File: src/rtl/bullet_scheduler_if.sv
// ---------------------------------------------------------------------------
// bullet_scheduler_if
// Bundles the player/collision inputs and the bullet state outputs of
// bullet_scheduler.
//   shoot_req      fire button level, sampled once per frame
//   player_X       player centre X (10-bit unsigned pixels)
//   hit_valid      collision logic reports a bullet hit this frame
//   hit_slot       slot (0/1) of the bullet that hit, valid with hit_valid
//   bullet0_X/Y    slot 0 position (0/0 while inactive)
//   bullet1_X/Y    slot 1 position (0/0 while inactive)
//   bullet_active  bit i high = slot i in flight
//   fire_ack       one-frame pulse on the frame a bullet is launched
// Modports: master = game/player side, slave = the scheduler.
// ---------------------------------------------------------------------------
interface bullet_scheduler_if;
  logic       shoot_req;
  logic [9:0] player_X;
  logic       hit_valid;
  logic       hit_slot;
  logic [9:0] bullet0_X;
  logic [9:0] bullet0_Y;
  logic [9:0] bullet1_X;
  logic [9:0] bullet1_Y;
  logic [1:0] bullet_active;
  logic       fire_ack;

  modport master (
    output shoot_req, player_X, hit_valid, hit_slot,
    input  bullet0_X, bullet0_Y, bullet1_X, bullet1_Y, bullet_active, fire_ack
  );

  modport slave (
    input  shoot_req, player_X, hit_valid, hit_slot,
    output bullet0_X, bullet0_Y, bullet1_X, bullet1_Y, bullet_active, fire_ack
  );
endinterface

File: src/rtl/bullet_scheduler.sv
// ---------------------------------------------------------------------------
// bullet_scheduler
// Two-slot player bullet manager, updated once per frame.
//   frame_clk  frame-rate clock, all state changes on its rising edge
//   Reset      asynchronous, active-high; clears bullets and fire lockout
//   bus        bullet_scheduler_if.slave (fire request, player X, hit
//              report in; bullet positions, active mask, fire_ack out)
// A shot loads the lowest free slot with (player_X, BULLET_Y_START) and locks
// out further shots for COOLDOWN frames. Active bullets climb BULLET_STEP
// pixels per frame and retire near BULLET_Y_MIN; a hit clears its slot.
// Build option: define BULLET_AUTOFIRE_EN to fire on the shoot_req level
// (held button auto-repeats) instead of on its rising edge.
// ---------------------------------------------------------------------------
module bullet_scheduler #(
  parameter logic [9:0] BULLET_Y_START = 10'd440,
  parameter logic [9:0] BULLET_STEP    = 10'd4,
  parameter logic [9:0] BULLET_Y_MIN   = 10'd0,
  parameter logic [9:0] COOLDOWN       = 10'd15
) (
  input logic               frame_clk,
  input logic               Reset,
  bullet_scheduler_if.slave bus
);

  typedef enum logic [0:0] {
    ST_READY    = 1'b0,
    ST_COOLDOWN = 1'b1
  } state_t;

  // Widened so BULLET_Y_MIN + BULLET_STEP can never wrap.
  localparam logic [10:0] RETIRE_LIMIT = {1'b0, BULLET_Y_MIN} + {1'b0, BULLET_STEP};

  state_t     state_reg, state_next;
  logic [9:0] cool_cnt_reg, cool_cnt_next;
  logic       shoot_prev_reg;
  logic       ack_reg;

  logic       trigger;
  logic       fire;
  logic       fire_slot;
  logic [1:0] active_vec;
  logic [1:0][9:0] x_vec;
  logic [1:0][9:0] y_vec;

`ifdef BULLET_AUTOFIRE_EN
  assign trigger = bus.shoot_req;
`else
  assign trigger = bus.shoot_req & ~shoot_prev_reg;
`endif

  // State register, lockout counter, shoot edge history and fire_ack.
  always_ff @(posedge frame_clk or posedge Reset) begin
    if (Reset) begin
      state_reg      <= ST_READY;
      cool_cnt_reg   <= 10'd0;
      shoot_prev_reg <= 1'b0;
      ack_reg        <= 1'b0;
    end else begin
      state_reg      <= state_next;
      cool_cnt_reg   <= cool_cnt_next;
      shoot_prev_reg <= bus.shoot_req;
      ack_reg        <= fire;
    end
  end

  // Next state: a launch starts the lockout; the edge on which the counter
  // reaches zero returns to READY, so the next shot lands COOLDOWN+1 frames
  // after the previous one.
  always_comb begin
    state_next    = state_reg;
    cool_cnt_next = cool_cnt_reg;
    case (state_reg)
      ST_READY: begin
        if (fire) begin
          state_next    = ST_COOLDOWN;
          cool_cnt_next = COOLDOWN;
        end
      end
      ST_COOLDOWN: begin
        if (cool_cnt_reg <= 10'd1) begin
          state_next    = ST_READY;
          cool_cnt_next = 10'd0;
        end else begin
          cool_cnt_next = cool_cnt_reg - 10'd1;
        end
      end
      default: begin
        state_next    = ST_READY;
        cool_cnt_next = 10'd0;
      end
    endcase
  end

  // Fire decision: only slots free before this edge count, so a slot
  // cleared by a hit or retirement this edge is not reused until the next.
  always_comb begin
    fire      = 1'b0;
    fire_slot = 1'b0;
    if (state_reg == ST_READY && trigger && !(&active_vec)) begin
      fire      = 1'b1;
      fire_slot = active_vec[0];  // lowest-index free slot
    end
  end

  generate
    for (genvar gi = 0; gi < 2; gi++) begin : slot_g
      localparam logic SLOT_ID = 1'(gi);

      logic       active_reg;
      logic [9:0] x_reg;
      logic [9:0] y_reg;
      logic       launch;
      logic       hit_here;
      logic       retire;

      assign launch   = fire && (fire_slot == SLOT_ID);
      assign hit_here = bus.hit_valid && (bus.hit_slot == SLOT_ID);
      // Compare before subtracting so Y never underflows.
      assign retire   = ({1'b0, y_reg} < RETIRE_LIMIT);

      // Launch only targets an inactive slot, so it never competes with a
      // hit or retirement; hit outranks motion; inactive slots rest at 0/0.
      always_ff @(posedge frame_clk or posedge Reset) begin
        if (Reset) begin
          active_reg <= 1'b0;
          x_reg      <= 10'd0;
          y_reg      <= 10'd0;
        end else if (launch) begin
          active_reg <= 1'b1;
          x_reg      <= bus.player_X;
          y_reg      <= BULLET_Y_START;
        end else if (active_reg && (hit_here || retire)) begin
          active_reg <= 1'b0;
          x_reg      <= 10'd0;
          y_reg      <= 10'd0;
        end else if (active_reg) begin
          y_reg <= y_reg - BULLET_STEP;
        end
      end

      assign active_vec[gi] = active_reg;
      assign x_vec[gi]      = x_reg;
      assign y_vec[gi]      = y_reg;
    end
  endgenerate

  assign bus.bullet_active = active_vec;
  assign bus.bullet0_X     = x_vec[0];
  assign bus.bullet0_Y     = y_vec[0];
  assign bus.bullet1_X     = x_vec[1];
  assign bus.bullet1_Y     = y_vec[1];
  assign bus.fire_ack      = ack_reg;

endmodule

File: src/flat_wrapper.sv
// flat-port wrapper written by rule: the top's interface ports become plain ports
module bullet_scheduler_flat 
#(
  parameter logic [9:0] BULLET_Y_START = 10'd440,
  parameter logic [9:0] BULLET_STEP    = 10'd4,
  parameter logic [9:0] BULLET_Y_MIN   = 10'd0,
  parameter logic [9:0] COOLDOWN       = 10'd15
)
  (frame_clk, Reset, bus_shoot_req, bus_player_X, bus_hit_valid, bus_hit_slot, bus_bullet0_X, bus_bullet0_Y, bus_bullet1_X, bus_bullet1_Y, bus_bullet_active, bus_fire_ack);
  bullet_scheduler_if bus_i ();
  input logic frame_clk;
  input logic Reset;
  input wire logic [$bits(bus_i.shoot_req)-1:0] bus_shoot_req;
  input wire logic [$bits(bus_i.player_X)-1:0] bus_player_X;
  input wire logic [$bits(bus_i.hit_valid)-1:0] bus_hit_valid;
  input wire logic [$bits(bus_i.hit_slot)-1:0] bus_hit_slot;
  output wire logic [$bits(bus_i.bullet0_X)-1:0] bus_bullet0_X;
  output wire logic [$bits(bus_i.bullet0_Y)-1:0] bus_bullet0_Y;
  output wire logic [$bits(bus_i.bullet1_X)-1:0] bus_bullet1_X;
  output wire logic [$bits(bus_i.bullet1_Y)-1:0] bus_bullet1_Y;
  output wire logic [$bits(bus_i.bullet_active)-1:0] bus_bullet_active;
  output wire logic [$bits(bus_i.fire_ack)-1:0] bus_fire_ack;
  assign bus_i.shoot_req = bus_shoot_req;
  assign bus_i.player_X = bus_player_X;
  assign bus_i.hit_valid = bus_hit_valid;
  assign bus_i.hit_slot = bus_hit_slot;
  assign bus_bullet0_X = bus_i.bullet0_X;
  assign bus_bullet0_Y = bus_i.bullet0_Y;
  assign bus_bullet1_X = bus_i.bullet1_X;
  assign bus_bullet1_Y = bus_i.bullet1_Y;
  assign bus_bullet_active = bus_i.bullet_active;
  assign bus_fire_ack = bus_i.fire_ack;
  bullet_scheduler #(.BULLET_Y_START(BULLET_Y_START), .BULLET_STEP(BULLET_STEP), .BULLET_Y_MIN(BULLET_Y_MIN), .COOLDOWN(COOLDOWN)) u_core (.frame_clk(frame_clk), .Reset(Reset), .bus(bus_i));
endmodule
File: config.mk
export PLATFORM = sky130hd
export DESIGN_NAME = bullet_scheduler_flat
export DESIGN_NICKNAME = d
export VERILOG_FILES = /design/src/rtl/bullet_scheduler_if.sv /design/src/rtl/bullet_scheduler.sv /design/src/flat_wrapper.sv
export SDC_FILE = /design/constraint.sdc
export NUM_CORES = 1
export LEC_CHECK = 0
export CAP_MARGIN = 20
export CORE_ASPECT_RATIO = 0.9
export CORE_MARGIN = 2
export CORE_UTILIZATION = 50
export CTS_BUF_LIST = sky130_fd_sc_hd__clkbuf_2 sky130_fd_sc_hd__clkbuf_4 sky130_fd_sc_hd__clkbuf_8
export DETAILED_ROUTE_END_ITERATION = 10
export GPL_ROUTABILITY_DRIVEN = 0
export PLACE_DENSITY = 0.86
export SKIP_LAST_GASP = 1
export SYNTH_ARGS = -nofsm -noshare
export SYNTH_HDL_FRONTEND = slang
export SYNTH_SLANG_ARGS = --single-unit
File: constraint.sdc
create_clock -name frame_clk -period 2.7 [get_ports frame_clk]
set_clock_uncertainty 0.15 [all_clocks]
set_input_delay 0.81 -clock frame_clk [delete_from_list [all_inputs] [get_ports frame_clk]]
set_output_delay 0.81 -clock frame_clk [all_outputs]
set_load 0.005 [all_outputs]
[After elaboration in Yosys (flattened, before gate mapping)]
Cells that the tools add are included.
Cells by class
  add/subtract/negate cells: 3
  $mul: 0
  div/mod/pow operators: 0
  $lt $le $gt $ge: 3
  eq/ne operators: 1
  shift-type cells: 0
  mux-type cells: 22
  bitwise gates (word level): 5
  reductions and logical operators: 16
Operators with widths (number)
  $mux 10: 12
  $lt 10x3->1 const B: 2
  $pmux 10 s2: 1
  $sub 10x3->10 const B: 2
  $le 10x1->1 const B: 1
  $sub 10x1->10 const B: 1
  $logic_and 1x1->1: 8
  $mux 1: 8
  $reduce_bool 3->1: 2
  $not 1->1: 4
  $reduce_bool 2->1: 2
  $logic_or 1x1->1: 2
  $ne 2x1->1 const B: 1
  $pmux 1 s2: 1
  $reduce_and 2->1: 1
  $and 1x1->1: 1
  $logic_not 1->1: 1
Storage, ports and cells
  flip-flop bits (word level): 55
  latch bits: 0
  memory bits (writable): 0
  ROM bits: 0
  bits of input ports: 15
  word-level logic and storage cells: 60
  memories kept: 0

[Depth between registers and ports, before layout]
Gate-level depths: netlist of the first run.
  depth after elaboration: 8
  gate-level depth with buffers: 7
  depth with buffers taken out: 6

[Least setup slack after synthesis of the first run]
Ideal clock, no wire load.
  path type: input to register
  start point: input bus_shoot_req
  end point: register u_core.slot_g[1].x_reg[0], in the netlist u_core.bus.bullet1_X[0]
  setup time: 0.121 ns
  arrival: 1.855 ns
  required time: 2.429 ns
  path slack: 0.574 ns
  stages: 4
  buffers on the path: 0
  path through: nor3b_4 nor3b_4 a21oi_1 a22o_1
Between the ends
  word-level cells in the longest chain between the ends: 6
  elaborated cells between the ends (all ways): 8
  classes of those cells: mux (3); bitwise (1); reduce/logical (4)
RTL lines
  start, declared: RTL line flat_wrapper.sv:13  | input wire logic [$bits(bus_i.shoot_req)-1:0] bus_shoot_req;
  $and 1x1->1 *: RTL line bullet_scheduler.sv:48  | assign trigger = bus.shoot_req & ~shoot_prev_reg;
  $logic_and 1x1->1 * (2 in series): RTL line bullet_scheduler.sv:99  | if (state_reg == ST_READY && trigger && !(&active_vec)) begin
  $mux 1: RTL line bullet_scheduler.sv:99
  $logic_and 1x1->1 *: RTL line bullet_scheduler.sv:116  | assign launch = fire && (fire_slot == SLOT_ID);
  $mux 10 / $reduce_bool 2->1 (equally long branches)
  end signal, assigned: RTL line bullet_scheduler.sv:130  | x_reg <= bus.player_X;
  end, declared: RTL line bullet_scheduler.sv:110  | logic [9:0] x_reg;
Every way passes the cells marked *; elsewhere a longest branch is shown, timed or not.
A chain may end at the register's enable or synchronous reset.

[Final worst setup path of the first run]
  start point: input bus_shoot_req
  end point: register u_core.slot_g[0].x_reg[9], in the netlist u_core.bus.bullet0_X[9]
Between the ends
  word-level cells in the longest chain between the ends: 7
  elaborated cells between the ends (all ways): 9
  classes of those cells: mux (3); bitwise (2); reduce/logical (4)
RTL lines (RTL line)
  $and 1x1->1 *: bullet_scheduler.sv:48
  $logic_and 1x1->1 * (2 in series): bullet_scheduler.sv:99
  $mux 1: bullet_scheduler.sv:99
  $not 1->1: bullet_scheduler.sv:116
  $logic_and 1x1->1 *: bullet_scheduler.sv:116
  $mux 10 / $reduce_bool 2->1 (equally long branches)
  end signal, assigned: bullet_scheduler.sv:130
  end, declared: bullet_scheduler.sv:110
Marks and branches as above.

==> key figures, run 1 <==
Worst setup path
  • Max FO, Critical Path: 10
  • Worst EP arrival: 2.51 ns
  • Type of the worst setup path: in2reg
  • CP Launch Type: input port
  • Critical Path RT: 2.79 ns
  • Setup crit end kind: register

Global route
  • Initial antenna violation count: 0
  • Global-route wire length before repair: 9570 um
  • Global route overflow: 0
  • Vias in the first global route: 1910
  • Largest net degree at the start of global routing: 33
  • Global Route Usage Sum: 21.98%

Synth
  • Top-count cell post-synth: dfrtp_1
  • Most common library cells after synthesis: dfrtp_1, a22o_1, nor3_1
  • Synthesis-stage register bit count: 51
  • Syn Inst Count: 231
  • Synth warn: 0
  • Sequential cell area fraction in the yosys report: 51.62%
  • Synthesized area: 2472 um2
  • Post-synth EDFFs: 0
  • Distinct cells, synth: 45
  • Area fraction of the dominant cell type after synthesis: 51.62%
  • Synth Area per Inst: 10.70 um2
  • Area leader, netlist: dfrtp_1
  • Top post-synthesis cells by area: dfrtp_1, a22o_1, nor3_1, a21o_1, nand2_1
  • Async S/R FF share, synth: 100.0%
  • Synth Flop Type: dfrtp_1

STA
  • Sum of negative setup slack: 0 ns
  • Setup WS post-layout: 0.2782 ns
  • Crit share post-route: 89.69%
  • Hold Fails Final Rpt: 0
  • Slew margin rel.: 49.86%
  • Max-slew violations: 0
  • # setup viols final: 0
  • Tmin final: 2.422 ns
  • RSZ-0062 raised after global routing: no
  • Fmax achieved: 412.9 MHz
  • Worst-margin pin slew: 0.7521 ns

Floorplanning
  • Initial Utilization: 51.46%
  • Die width: 78.12 um
  • Die ar.: 5524 um2
  • I/O pins: 58
  • Height of the die: 70.71 um
  • Row count: 24
  • Core Region: 4805 um2

Route
  • Average wire per standard cell: 15.94 um
  • Via density: 5.661
  • 1st-pass router iterations: 4
  • Drt drc: 0
  • Routed Antenna Nets: 0
  • WL final: 5594 um
  • Initial DRC Count: 128
  • Via count: 1987

Finish
  • Post-route cell area: 3171 um2
  • Antenna cell count: 0
  • Post-route insts no fill: 351
  • Share of layout cells above drive strength 1: 8.741%
  • Area grow syn2layout: 28.24%
  • Fin nets: 304

Placement
  • Hpwl dp: 3888 um
  • Dpl ws: -0.03522 ns
  • Port Buffers: 53
  • Placed cell areas: 3053 um2
  • Inst Count DP: 343

Power and ir drop
  • Internal power: 1.574 mW
  • Comb power frac: 30.2%
  • Overall power: 2.263 mW
  • Switch share: 30.45%
  • Cell Pwr Density: 713.7 nW/um2
  • Static Leakage: 1.398 nW
  • Worst vdd ir: 0.5085 mV
  • Clock Power Share: 24.3%
  • Seq pwr share: 45.5%
  • Switch Pwr: 0.6891 mW

Clock tree
  • Clk_lat worst skew: 0.31 ns
  • CTS H-tree depth: 2
  • Post-cts gate resize count: 0
  • CTS tree: yes
  • Clk slew on worst S/H paths: 0.09 ns
  • Post-CTS setup buffers: 0
  • Root Buffer: clkbuf_8
  • Post-CTS Hold Buffers: 0
  • Clk sink count: 51
  • CTS buffer count: 5
  • Worst-case clock buffer depth: 2

Job
  • Maximum capacitance violations: 0

Outcome
  • Status: completed

Worst hold path
  • Hold Crit Class: reg2reg
## layout make-up
type / count / area [um2]
tap: 65 / 81.33
fill: 393 / 1634
sequential: 51 / 1276
inverter: 12 / 45.04
clock buffer: 6 / 82.58
timing repair buffer: 58 / 580.6
multi-input combinational: 157 / 1070
clock inverter: 2 / 35.03
## critical path, cell delays in order
cell	delay [ns]
clkdlybuf4s50_1	0.50
nor3b_4	0.24
buf_4	0.20
nand2_1	0.11
nor2_2	0.41
a22o_1	0.24
## logic make-up (layout without fill, tap and decap cells)
kind of cell / after synthesis / in the layout / synth area share, %
AOI/OAI and AO/OA: 72 / 72 / 21.91
other: 1 / 4 / 0.1517
and+or+nand+nor: 72 / 72 / 16.95
xor gates and xnor gates: 5 / 5 / 1.772
DFF: 51 / 51 / 51.62
adders and majority gates: 4 / 4 / 2.024
buffers and inverters: 26 / 78 / 5.566
## power by group through the flow
stage	Combinational (mW)	Sequential (mW)	Clock [mW]
after floorplan	0.363	1.02	0
after global placement	0.661	1.04	0
after detailed placement	0.680	1.04	0
after CTS	0.689	1.03	0.560
after global routing	0.757	1.05	0.587
final	0.684	1.03	0.550
## stage by stage
stage | utilization (%) | hold WS, ns
after floorplan | - | 0.2913
after global placement | 63.54 | 0.3039
after detailed placement | 63.54 | 0.3088
after CTS | 65.99 | 0.3293
after global routing | 65.99 | 0.3511
final | 65.99 | 0.3259
## per-layer routing
metal	up-vias	routed length, um	global-route usage (%)
met5	-	0	0
met4	0	99	6.823
met3	12	276	5.230
met2	52	2566	32.66
met1	981	2651	32.37
li1	942	-	-
## final timing paths
path,slack [ns],cells past startpoint,endpoint,from
max,0.28,6,u_core.bus.bullet0_X[9],bus_shoot_req
min,0.33,1,u_core.cool_cnt_reg[9],u_core.cool_cnt_reg[9]
max reg2reg,0.36,6,u_core.bus.bullet1_X[6],u_core.bus.bullet1_Y[2]
min reg2reg,0.33,1,u_core.cool_cnt_reg[9],u_core.cool_cnt_reg[9]
max in group asynchronous,1.20,3,u_core.bus.bullet0_Y[6],Reset
min in group asynchronous,0.68,2,u_core.bus.bullet1_X[8],Reset
## placed cells by master, fill, tap and decap left out, types with 4 or more instances in the layout
cell and n:
a21oi_1 9, a22o_1 21, a211o_1 4, o21ai_0 9, nand2_1 14, conb_1 4
clkbuf_8 6, inv_1 11, or3_1 7, a211oi_1 4, dfrtp_1 51, buf_4 4
nor2_1 12, o21ai_1 6, a21o_1 7, clkdlybuf4s50_1 53, nor3_1 15, ha_1 4
Power figures use the tool's default switching activity.
==> inputs of run 2 (changes only) <==
--- a/config.mk
+++ b/config.mk
@@ -17,3 +17,4 @@
 export SYNTH_ARGS = -nofsm -noshare
 export SYNTH_HDL_FRONTEND = slang
 export SYNTH_SLANG_ARGS = --single-unit
+export TNS_END_PERCENT = 100
==> results of run 2 <==
The final DEF is identical to that of run 1; final timing and power are the same.
==> inputs of run 3 (changes only) <==
--- a/config.mk
+++ b/config.mk
@@ -17,4 +17,3 @@
 export SYNTH_ARGS = -nofsm -noshare
 export SYNTH_HDL_FRONTEND = slang
 export SYNTH_SLANG_ARGS = --single-unit
-export TNS_END_PERCENT = 100
==> results of run 3 <==
The final DEF is identical to that of run 1; final timing and power are the same.
